File: src/rtl/ccff_chain_loader.sv
// ccff_chain_loader: serializes a word bitstream LSB-first onto a ccff chain head.
// Optional readback parity check of the loaded chain: CCFF_READBACK_CHECK_EN.
module ccff_chain_loader #(
  parameter int CHAIN_LEN = 64,
  parameter int WORD_W    = 8
) (
  input  logic              prog_clk,
  input  logic              prog_reset,
  input  logic              start,
  input  logic [WORD_W-1:0] bs_data,
  input  logic              bs_valid,
  output logic              bs_ready,
  output logic              ccff_head,
  output logic              chain_clk_en,
  input  logic              ccff_tail,
  output logic              busy,
  output logic              cfg_done,
  output logic              error
);
  localparam int TW = $clog2(CHAIN_LEN + 1);
  localparam int WW = $clog2(WORD_W + 1);
  localparam logic [TW-1:0] LEN = TW'(CHAIN_LEN);

  typedef enum logic [1:0] {IDLE, LOAD, CHECK, DONE} state_e;

  state_e            state_q, state_d;
  logic [TW-1:0]     total_q, total_d, tot_nxt;
  logic [WW-1:0]     wbits_q, wbits_d;
  logic [WORD_W-1:0] sreg_q, sreg_d;
  logic              head_q, head_d;
  logic              go, shift, last, hs, chk_last;
  int                rem;

  assign go      = start && (state_q == IDLE || state_q == DONE);
  assign shift   = (state_q == LOAD) && (wbits_q != '0);
  assign tot_nxt = total_q + TW'(shift);
  assign last    = shift && (tot_nxt == LEN);
  assign hs      = bs_valid && bs_ready;
  assign rem     = CHAIN_LEN - int'(tot_nxt);

`ifdef CCFF_READBACK_CHECK_EN
  localparam state_e POST = CHECK;
  logic par_q, par_d, err_q, err_d;

  assign chk_last = (state_q == CHECK) && (total_q == TW'(CHAIN_LEN - 1));

  // Loaded-bit parity and recirculated-tail parity share one accumulator.
  always_comb begin
    par_d = par_q;
    err_d = err_q;
    if (go) begin
      par_d = 1'b0;
      err_d = 1'b0;
    end else if (shift) begin
      par_d = par_q ^ sreg_q[0];
    end else if (state_q == CHECK) begin
      par_d = par_q ^ ccff_tail;
    end
    if (chk_last) err_d = par_d;
  end

  always_ff @(posedge prog_clk or posedge prog_reset) begin
    if (prog_reset) begin
      par_q <= 1'b0;
      err_q <= 1'b0;
    end else begin
      par_q <= par_d;
      err_q <= err_d;
    end
  end

  assign error = err_q;
`else
  localparam state_e POST = DONE;
  assign chk_last = 1'b0;
  assign error    = 1'b0;
`endif

  always_ff @(posedge prog_clk or posedge prog_reset) begin
    if (prog_reset) state_q <= IDLE;
    else            state_q <= state_d;
  end

  always_comb begin
    state_d = state_q;
    unique case (state_q)
      IDLE, DONE: if (go) state_d = LOAD;
      LOAD:       if (last) state_d = POST;
      CHECK:      if (chk_last) state_d = DONE;
      default:    state_d = IDLE;
    endcase
  end

  always_comb begin
    bs_ready     = 1'b0;
    chain_clk_en = 1'b0;
    ccff_head    = head_q;
    busy         = (state_q == LOAD) || (state_q == CHECK);
    cfg_done     = (state_q == DONE);
    if (state_q == LOAD) begin
      bs_ready     = (wbits_q <= WW'(1)) && (tot_nxt < LEN);
      chain_clk_en = shift;
      if (shift) ccff_head = sreg_q[0];
    end
    if (state_q == CHECK) begin
      chain_clk_en = 1'b1;
      ccff_head    = ccff_tail;
    end
  end

  // A new word may land in the same cycle the previous word's last bit shifts.
  always_comb begin
    total_d = total_q;
    wbits_d = wbits_q;
    sreg_d  = sreg_q;
    head_d  = head_q;
    if (go) begin
      total_d = '0;
      wbits_d = '0;
    end
    if (shift) begin
      sreg_d  = sreg_q >> 1;
      wbits_d = wbits_q - WW'(1);
      total_d = tot_nxt;
      head_d  = sreg_q[0];
    end
    if (hs) begin
      sreg_d  = bs_data;
      wbits_d = (rem > WORD_W) ? WW'(WORD_W) : WW'(rem);
    end
    if (last && POST == CHECK) total_d = '0;
    if (state_q == CHECK) total_d = total_q + TW'(1);
  end

  always_ff @(posedge prog_clk or posedge prog_reset) begin
    if (prog_reset) begin
      total_q <= '0;
      wbits_q <= '0;
      sreg_q  <= '0;
      head_q  <= 1'b0;
    end else begin
      total_q <= total_d;
      wbits_q <= wbits_d;
      sreg_q  <= sreg_d;
      head_q  <= head_d;
    end
  end
endmodule

File: config.mk
export PLATFORM = sky130hd
export DESIGN_NAME = ccff_chain_loader
export DESIGN_NICKNAME = d
export VERILOG_FILES = /design/src/rtl/ccff_chain_loader.sv
export SDC_FILE = /design/constraint.sdc
export NUM_CORES = 1
export LEC_CHECK = 0
export CORE_ASPECT_RATIO = 0.6
export CORE_MARGIN = 3
export CORE_UTILIZATION = 60
export DETAILED_ROUTE_END_ITERATION = 12
export DONT_BUFFER_PORTS = 1
export GPL_TIMING_DRIVEN = 1
export PLACE_DENSITY_LB_ADDON = 0.25
export SLEW_MARGIN = 20
export SYNTH_ARGS = -nofsm -noshare
export SYNTH_HDL_FRONTEND = slang
export SYNTH_SLANG_ARGS = --single-unit
File: constraint.sdc
create_clock -name prog_clk -period 4.3 [get_ports prog_clk]
set_clock_uncertainty 0.05 [all_clocks]
set_input_delay 0.43 -clock prog_clk [delete_from_list [all_inputs] [get_ports prog_clk]]
set_output_delay 0.43 -clock prog_clk [all_outputs]
set_load 0.01 [all_outputs]
==> impl_results.md, run 1 <==
* CTS buffer count at 3
* Initial Utilization at 0.652
* CTS Hold Buffers Added at 0
* DRC viols at 0
* 1st-iter DRT viols at 188
* Worst slack, placed at 0.499 ns
* Critical path origin: wbits_q[0]$_DFFE_PP0P_
* Most frequent CP cell: ha_1
* TNS Setup at 0 ns
* Drt pass-1 iters at 4
* Peak Freq at 259 MHz
* Final setup fails at 0
* Sequential-to-total area share from yosys stat at 0.323
* Final hold viol count at 0
* Layout cell share with drive strength beyond 1 at 0.0660
* Gr ovfl total at 0
* Routed length per instance at 17.3 um
* IO Port Bufs at 0
* Max_cap viols at 0
* Hold crit path type: in -> async
* Min Tclk post-route at 3.87 ns
* Commonest non-fill, non-tap cell in the layout: nand2_1
* H-tree depth at 1
* Slowest CP cell: or3b_2
* Slew @ Worst Pin at 0.863 ns
* GP Congestion at 0.943
* Site row count at 14
* R2r setup slk at 0.43 ns
* Worst Setup Start Kind: register
* Post-synthesis cell count at 201
* Asr flop ratio synth at 1.00
* Area grow syn2layout at 4.19%
* Critical path buffer and inverter count at 3
* Slew HR at 0.424
* Routed vias at 1476
* Vias per cell at 6.45
* Distinct cells, synth at 53
* Post-cts repair resize count at 0
* Detailed placement HPWL at 2870 um
* Die footprint at 3530 um^2
* Arr. time, crit path at 4.02 ns
* Status: finished clean
* Max Root-Sink Buffers at 2
* Largest net degree at the start of global routing at 25
* First-pass GRT wire length at 6360 um
* Reg clk slew, reported paths at 0.09 ns
* Setup bufs post-CTS at 0
* Core Region at 2610 um^2
* Gr usage total at 0.241
* Cell Pwr Density at 797 nW/um^2
* Count of pins over their slew limit at 0
* IO Count at 19
* #FFs+latches synth at 22
* Final #Nets at 223
* Synth Cell Area at 1700 um^2
* CP Class: reg -> reg
* CTS tree: built
* Clk Latency, worst-skew pair at 0.27 ns
* Vias in the first global route at 1328
* Die Y at 47.3 um
* Number of flops mapped to enable cells by yosys at 0
* Initial antenna violation count at 0
* Fillers at 206
* Antenna Violating Nets Remaining at 0
* Post-synth net total at 226
* Crit-path max cell delay at 0.47 ns
* Family with the most delay on the worst path: simple AND/OR/NAND/NOR gates
* Final WL at 3970 um
* Final Cycle Share at 0.899
* Chip Width at 74.8 um
* TritonCTS sink count at 22
* Warnings, synthesis at 0
* Commonest cells after routing, fill and taps aside: nand2_1, dfrtp_1, o21ai_0
* Leak pwr at 0.787 nW
* R2R Path Start: wbits_q[0]$_DFFE_PP0P_
* CP required at 4.46 ns
* CTS root buffer: clkbuf_8
* Crit. End Element: register
* RSZ-0062 raised after global routing: no
* Mapped Avg Cell Area at 8.47 um^2
* Maximum VDD drop at 0.375 mV
* Crit-path cells: inv_1 -> ha_1 -> or3b_2 -> nand2_1 -> inv_1 -> ha_1 -> ha_1 -> inv_1 -> ha_1 -> or3b_1 -> nor2b_4 -> o2111a_1 -> a221o_1 -> o21ai_1 -> a311o_1
* Final setup margin at 0.434 ns
* Main synth FF type: dfrtp_1
* Crit Path Max Fanout at 7
* ANT cells at 0
routing by layer:
metal  GRT usage  wire, um  up-vias
met1       0.352      1940      687
met3      0.0620       313        5
met5           0         0        -
met4      0.0709        38        0
met2       0.351      1680       66
li1            -         -      718
final timing paths:
check,endpoint,depth (start not counted)
max,wbits_q[1]$_DFFE_PP0P_,15
min,head_q$_DFF_PP0_,1
max in group asynchronous,wbits_q[0]$_DFFE_PP0P_,1
min reg2reg,head_q$_DFF_PP0_,2
min in group prog_clk,sreg_q[2]$_DFFE_PP0P_,2
max reg2reg,wbits_q[1]$_DFFE_PP0P_,15
cells in the mapped netlist, types with 2 or more instances:
| cell | n | area, um^2 |
|---|---|---|
| a221o_1 | 2 | 20.0 |
| a211oi_1 | 2 | 15.0 |
| clkbuf_1 | 3 | 11.3 |
| nor2_1 | 12 | 45.0 |
| a21oi_1 | 11 | 55.1 |
| a221oi_1 | 2 | 17.5 |
| xor2_1 | 3 | 26.3 |
| nor3_1 | 5 | 25.0 |
| xnor2_1 | 4 | 35.0 |
| a31oi_1 | 3 | 18.8 |
| nor2b_1 | 2 | 12.5 |
| nor3b_1 | 2 | 15.0 |
| and2_1 | 3 | 18.8 |
| ha_1 | 12 | 150 |
| buf_2 | 5 | 25.0 |
| a21o_1 | 3 | 22.5 |
| o211ai_1 | 2 | 15.0 |
| nand3_1 | 6 | 30.0 |
| o21ai_0 | 20 | 100 |
| nand2_1 | 26 | 97.6 |
| nor4_1 | 2 | 12.5 |
| dfrtp_1 | 22 | 551 |
| a311o_1 | 2 | 20.0 |
| mux2i_1 | 8 | 80.1 |
| inv_1 | 11 | 41.3 |
power by group:
| part | switching [mW] | internal, mW | total [mW] |
|---|---|---|---|
| Combinational | 0.470 | 0.348 | 0.818 |
| Sequential | 0.111 | 0.288 | 0.399 |
| Clock | 0.0716 | 0.125 | 0.196 |
metrics by stage:
stage | cells | power [mW] | hold WS, ns | utilization | instance area [um^2]
detailed placement | 225 | 1.19 | 0.426 | 0.652 | 1700
CTS | 229 | 1.40 | 0.187 | 0.680 | 1770
finish | 229 | 1.41 | 0.164 | 0.680 | 1770
global placement | 225 | 1.17 | 0.411 | 0.652 | 1700
global route | 229 | 1.52 | 0.213 | 0.680 | 1770
floorplan | 201 | 1.02 | 0.369 | - | 1700
flip-flops by register name (all words and copies together), names as in the netlist:
register,count
state_q,2
total_q,7
sreg_q,8
wbits_q,4
head_q,1
cell families (layout without fill, tap and decap cells):
group / Yosys count / count (layout) / synth area share
buffers and inverters: 22 / 18 / 0.0588
other: 1 / 1 / 0.00220
xor gates and xnor gates: 7 / 7 / 0.0360
adders and majority gates: 12 / 12 / 0.0882
AOI/OAI and AO/OA: 59 / 59 / 0.228
DFF: 22 / 22 / 0.323
and+or+nand+nor: 68 / 68 / 0.204
muxes: 10 / 10 / 0.0603
cell type report:
type | instances | area [um^2] | area share
multi-input combinational | 157 | 1050 | 0.593
clock buffer | 3 | 41.3 | 0.0233
tap | 32 | 40.0 | 0.0226
sequential | 22 | 551 | 0.310
timing repair buffer | 2 | 15.0 | 0.00846
clock inverter | 1 | 30.0 | 0.0169
inverter | 12 | 45.0 | 0.0254
Note: power is estimated with default switching activity, not from simulation.
==> run 2, diff against run 1 <==
--- a/config.mk
+++ b/config.mk
@@ -5,13 +5,14 @@
 export SDC_FILE = /design/constraint.sdc
 export NUM_CORES = 1
 export LEC_CHECK = 0
+export ABC_AREA = 1
 export CORE_ASPECT_RATIO = 0.6
 export CORE_MARGIN = 3
 export CORE_UTILIZATION = 60
 export DETAILED_ROUTE_END_ITERATION = 12
 export DONT_BUFFER_PORTS = 1
 export GPL_TIMING_DRIVEN = 1
-export PLACE_DENSITY_LB_ADDON = 0.25
+export PLACE_DENSITY = 0.73
 export SLEW_MARGIN = 20
 export SYNTH_ARGS = -nofsm -noshare
 export SYNTH_HDL_FRONTEND = slang
==> run 2 against run 1 <==
Sequential power shrank 5.8%. Total power increased by 8.2%. First-iteration DRC count decreased by 49%. Combinational power increased by 17%.
==> impl_results.md, run 2 <==
* Site row count at 14
* Final #Nets at 240
* Detailed placement HPWL at 3010 um
* Crit-path max cell delay at 0.42 ns
* Commonest cells post-synth: nand2_1, inv_1, dfrtp_1
* Mapped Avg Cell Area at 8.06 um^2
* Max Root-Sink Buffers at 2
* R2r setup slk at 1.36 ns
* H-tree depth at 1
* Final WL at 3800 um
* Crit-path cells: inv_1 -> ha_1 -> inv_1 -> a21oi_2 -> ha_1 -> ha_1 -> nand3_2 -> o21ai_2 -> nand2_2 -> nor3_4
* Count of pins over their slew limit at 0
* Slew HR at 0.434
* Maximum VDD drop at 0.461 mV
* Top-count cell post-synth: nand2_1
* TNS Setup at 0 ns
* #FFs+latches synth at 22
* Worst R2R End: wbits_q[2]$_DFFE_PP0P_
* Post-synth net total at 239
* Initial antenna violation count at 0
* Initial Utilization at 0.657
* Worst Setup Start Kind: register
* Post-synth top area share at 0.319
* Routed vias at 1416
* Min Tclk post-route at 3.01 ns
* Fillers at 219
* Final hold viol count at 0
* Most frequent CP cell: ha_1
* Final setup fails at 0
* Die footprint at 3580 um^2
* Drt pass-1 iters at 4
* Final setup margin at 1.29 ns
* Max reg flops at 8
* Vias in the first global route at 1297
* Clk Latency, worst-skew pair at 0.26 ns
* CTS Hold Buffers Added at 0
* ANT cells at 0
* Max_cap viols at 0
* Slowest CP cell: dfrtp_1
* CTS tree: built
* First-pass GRT wire length at 6090 um
* IO Count at 19
* Slew @ Worst Pin at 0.848 ns
* Placed cell area at 1720 um^2
* Synth Cell Area at 1730 um^2
* CTS root buffer: clkbuf_8
* Status: finished clean
* Top post-synthesis cells by area: dfrtp_1, nand2_1, ha_1, inv_1, o221ai_1
* Number of flops mapped to enable cells by yosys at 0
* Die Y at 47.5 um
* Gr ovfl total at 0
* Placed Cells at 242
* DRC viols at 0
* Arr. time, crit path at 2.53 ns
* R2R Path Start: state_q[1]$_DFFE_PP0P_
* Biggest area consumer among synthesized cells: dfrtp_1
* Sequential-to-total area share from yosys stat at 0.319
* Setup bufs post-CTS at 0
* TritonCTS sink count at 22
* Gr usage total at 0.233
* Asr flop ratio synth at 1.00
* Hold crit path type: in -> async
* Antenna Violating Nets Remaining at 0
* Layout cell share with drive strength beyond 1 at 0.178
* IO Port Bufs at 0
* Chip Width at 75.2 um
* Crit Path Max Fanout at 7
* CP Class: reg -> out
* Commonest cells after routing, fill and taps aside: nand2_1, inv_1, dfrtp_1
* Top reg by flops: sreg_q
* Area grow syn2layout at 4.06%
* Peak Freq at 332 MHz
* Main synth FF type: dfrtp_1
* GP Congestion at 1.00
* Leak pwr at 0.828 nW
* RSZ-0062 raised after global routing: no
* Commonest non-fill, non-tap cell in the layout: nand2_1
* 1st-iter DRT viols at 95
* Post-route insts no fill at 246
* Vias per cell at 5.76
* Family with the most delay on the worst path: adder cells
* Top flop regs: sreg_q (8), total_q (7), wbits_q (4)
* CP required at 3.82 ns
* R2R depth at 15
* Cell Pwr Density at 852 nW/um^2
* Post-synthesis cell count at 214
* Post-cts repair resize count at 0
* Core Region at 2630 um^2
* Reg clk slew, reported paths at 0.08 ns
* Crit. End Element: output pin
* Final Cycle Share at 0.701
* Warnings, synthesis at 0
* Design area at 1800 um^2
* Distinct cells, synth at 35
* CTS buffer count at 3
* Routed length per instance at 15.4 um
* Critical path buffer and inverter count at 2
* Worst slack, placed at 1.42 ns
* Largest net degree at the start of global routing at 23
## run 2: cell count changes in the layout (fill, tap and decap cells not counted), moves of 7 or more
cell | before | now
inv_1 | 11 | 32
nand2_1 | 26 | 46
o21ai_0 | 20 | 5
nand2_2 | 0 | 10
o221ai_1 | 0 | 10
mux2i_1 | 8 | 0
a21oi_1 | 11 | 4
## run 2: worst max-delay path by stage
stage,depth (start not counted),slack (ns),endpoint,startpoint
after floorplan,15,1.77,wbits_q[3]$_DFFE_PP0P_,wbits_q[0]$_DFFE_PP0P_
after global placement,15,1.53,wbits_q[2]$_DFFE_PP0P_,state_q[1]$_DFFE_PP0P_
after detailed placement,15,1.42,wbits_q[2]$_DFFE_PP0P_,state_q[1]$_DFFE_PP0P_
after CTS,10,1.32,bs_ready,state_q[1]$_DFFE_PP0P_
after global routing,10,1.10,bs_ready,state_q[1]$_DFFE_PP0P_
final,10,1.29,bs_ready,state_q[1]$_DFFE_PP0P_
## run 2: logic make-up after synthesis
logic type,synth area share
flip-flops,0.319
AO/OA/AOI/OAI,0.125
buffers and inverters,0.103
other,0.00217
XOR/XNOR,0.0305
adder cells (fa/ha/maj),0.0870
AND/OR/NAND/NOR,0.333
## run 2: area by class of cell
cell class                 count  area, um^2  area share
multi-input combinational    153         997       0.555
clock inverter                 1        30.0      0.0167
tap                           32        40.0      0.0223
clock buffer                   3        41.3      0.0230
inverter                      35         136      0.0760
sequential                    22         551       0.307
## run 2: metal layers
metal  vias up  part of all wire  track usage
li1        701                 -            -
met1       668              0.48        0.329
met2        45              0.44        0.370
met3         2             0.076       0.0587
met4         0            0.0034       0.0418
met5         -                 0            0
## run 2: metrics by stage
step,utilization,hold WS [ns],power (mW)
CTS,0.683,0.203,1.52
finish,0.683,0.169,1.53
global placement,0.656,0.431,1.28
floorplan,-,0.369,1.15
global route,0.683,0.237,1.66
detailed placement,0.656,0.463,1.32
## run 2: power by group
group	internal, mW	total (mW)	switching [mW]
clock network	0.124	0.193	0.0682
logic	0.343	0.960	0.618
registers	0.289	0.376	0.0874
total	0.756	1.53	0.773
==> run 3, diff against run 2 <==
==> constraint.sdc (replaced) <==
create_clock -name prog_clk -period 3 [get_ports prog_clk]
set_clock_uncertainty 0.05 [all_clocks]
set_input_delay 0.3 -clock prog_clk [delete_from_list [all_inputs] [get_ports prog_clk]]
set_output_delay 0.3 -clock prog_clk [all_outputs]
set_load 0.01 [all_outputs]
==> run 3 against run 2 <==
Critical path depth is 6 higher. Sequential power is 44% higher. Total power is 45% higher. Clock power is 46% higher. Register-to-register slack worse by 1.1 ns. Clock-buffer cell count stayed put. Die area stayed put. Non-clock buffer count is 1 higher. Routed wire length is 0.34% higher. Combinational power is 45% higher. Global-route usage is 0.33 points higher.
==> impl_results.md, run 3 (synthesis gave the netlist of run 2 again) <==
* Status: finished clean
* 1st-iter DRT viols at 69
* Worst Setup Start Kind: register
* Vias per cell at 5.84
* Crit Path Max Fanout at 4
* Crit. End Element: register
* Critical path buffer and inverter count at 3
* Leak pwr at 0.833 nW
* Fillers at 224
* Count of pins over their slew limit at 0
* Site row count at 14
* Post-cts repair resize count at 0
* Top reg by flops: sreg_q
* RSZ-0062 raised after global routing: no
* Initial Utilization at 0.657
* Maximum VDD drop at 0.599 mV
* Routed vias at 1443
* TNS Setup at 0 ns
* CTS Hold Buffers Added at 0
* ANT cells at 0
* Clk Latency, worst-skew pair at 0.27 ns
* Reg clk slew, reported paths at 0.08 ns
* CP Class: reg -> reg
* Peak Freq at 364 MHz
* Antenna Violating Nets Remaining at 0
* CTS buffer count at 3
* Most frequent CP cell: ha_1
* Setup bufs post-CTS at 0
* Hold crit path type: in -> async
* Final #Nets at 241
* CTS tree: built
* Arr. time, crit path at 2.86 ns
* Initial antenna violation count at 0
* Final setup fails at 0
* Max reg flops at 8
* Crit-path cells: inv_1 -> ha_1 -> inv_1 -> a21oi_2 -> ha_1 -> ha_1 -> inv_1 -> ha_1 -> nand2_2 -> o21ai_1 -> nand2_2 -> nor2_4 -> and2_1 -> o21ai_1 -> nand2_1 -> nand3_2
* Final WL at 3810 um
* Core Region at 2630 um^2
* Min Tclk post-route at 2.75 ns
* Detailed placement HPWL at 3000 um
* Commonest non-fill, non-tap cell in the layout: nand2_1
* Max Root-Sink Buffers at 2
* Placed Cells at 243
* DRC viols at 0
* Family with the most delay on the worst path: adder cells
* Largest net degree at the start of global routing at 23
* Area grow syn2layout at 4.50%
* First-pass GRT wire length at 6170 um
* Layout cell share with drive strength beyond 1 at 0.181
* Chip Width at 75.2 um
* Slew @ Worst Pin at 0.870 ns
* CP required at 3.11 ns
* Gr ovfl total at 0
* Crit-path max cell delay at 0.40 ns
* Slowest CP cell: dfrtp_1
* Top flop regs: sreg_q (8), total_q (7), wbits_q (4)
* Post-route insts no fill at 247
* Final Cycle Share at 0.917
* Drt pass-1 iters at 4
* Gr usage total at 0.236
* Die Y at 47.5 um
* CTS root buffer: clkbuf_8
* Die footprint at 3580 um^2
* Final hold viol count at 0
* IO Count at 19
* IO Port Bufs at 0
* Slew HR at 0.419
* Cell Pwr Density at 1230 nW/um^2
* Vias in the first global route at 1305
* GP Congestion at 0.859
* Commonest cells after routing, fill and taps aside: nand2_1, inv_1, dfrtp_1
* Routed length per instance at 15.4 um
* H-tree depth at 1
* TritonCTS sink count at 22
* Max_cap viols at 0
-- run 3: metal layers --
layer / wire length, um / part of all wire / track usage
met5: 0 / 0 / 0
met4: 23 / 0.0060 / 0.0488
met3: 255 / 0.067 / 0.0524
met2: 1640 / 0.43 / 0.365
met1: 1890 / 0.50 / 0.343
-- run 3: final cells by class --
type | instances | area, um^2 | area share
Clock buffer | 3 | 41.3 | 0.0229
Clock inverter | 1 | 30.0 | 0.0167
Inverter | 35 | 136 | 0.0756
Multi-Input combinational cell | 153 | 997 | 0.553
Sequential cell | 22 | 551 | 0.305
Tap cell | 32 | 40.0 | 0.0222
Timing Repair Buffer | 1 | 7.51 | 0.00416
-- run 3: final timing paths --
path | from | end | slack [ns] | depth (start not counted)
worst max-delay path | state_q[1]$_DFFE_PP0P_ | wbits_q[3]$_DFFE_PP0P_ | 0.25 | 16
worst min-delay path | prog_reset | sreg_q[7]$_DFFE_PP0P_ | 0.05 | 1
worst max register to register | state_q[1]$_DFFE_PP0P_ | wbits_q[3]$_DFFE_PP0P_ | 0.25 | 16
worst min register to register | sreg_q[3]$_DFFE_PP0P_ | sreg_q[2]$_DFFE_PP0P_ | 0.50 | 2
max in group asynchronous | prog_reset | sreg_q[1]$_DFFE_PP0P_ | 2.32 | 1
min in group prog_clk | bs_data[6] | sreg_q[6]$_DFFE_PP0P_ | 0.11 | 2
-- run 3: power by group --
group,switching (mW),total (mW),internal (mW)
Clock,0.103,0.281,0.178
Combinational,0.884,1.39,0.506
Sequential,0.129,0.543,0.414
-- run 3: worst register-to-register path: cells and delay by family (launching register included) --
family / cells / cell delay, ns
flip-flops: 1 / 0.40
AO/OA/AOI/OAI: 3 / 0.29
buffers and inverters: 3 / 0.38
adder cells (fa/ha/maj): 4 / 0.92
AND/OR/NAND/NOR: 6 / 0.61
-- run 3: per-stage QoR --
step / instance area [um^2] / power (mW) / setup slack, ns / util / hold WS [ns]
after floorplan: 1730 / 1.65 / 0.471 / - / 0.239
after global placement: 1730 / 1.85 / 0.430 / 0.659 / 0.346
after detailed placement: 1730 / 1.91 / 0.341 / 0.659 / 0.359
after CTS: 1800 / 2.21 / 0.294 / 0.686 / 0.0672
after global routing: 1800 / 2.41 / 0.0467 / 0.686 / 0.109
final: 1800 / 2.21 / 0.250 / 0.686 / 0.0482
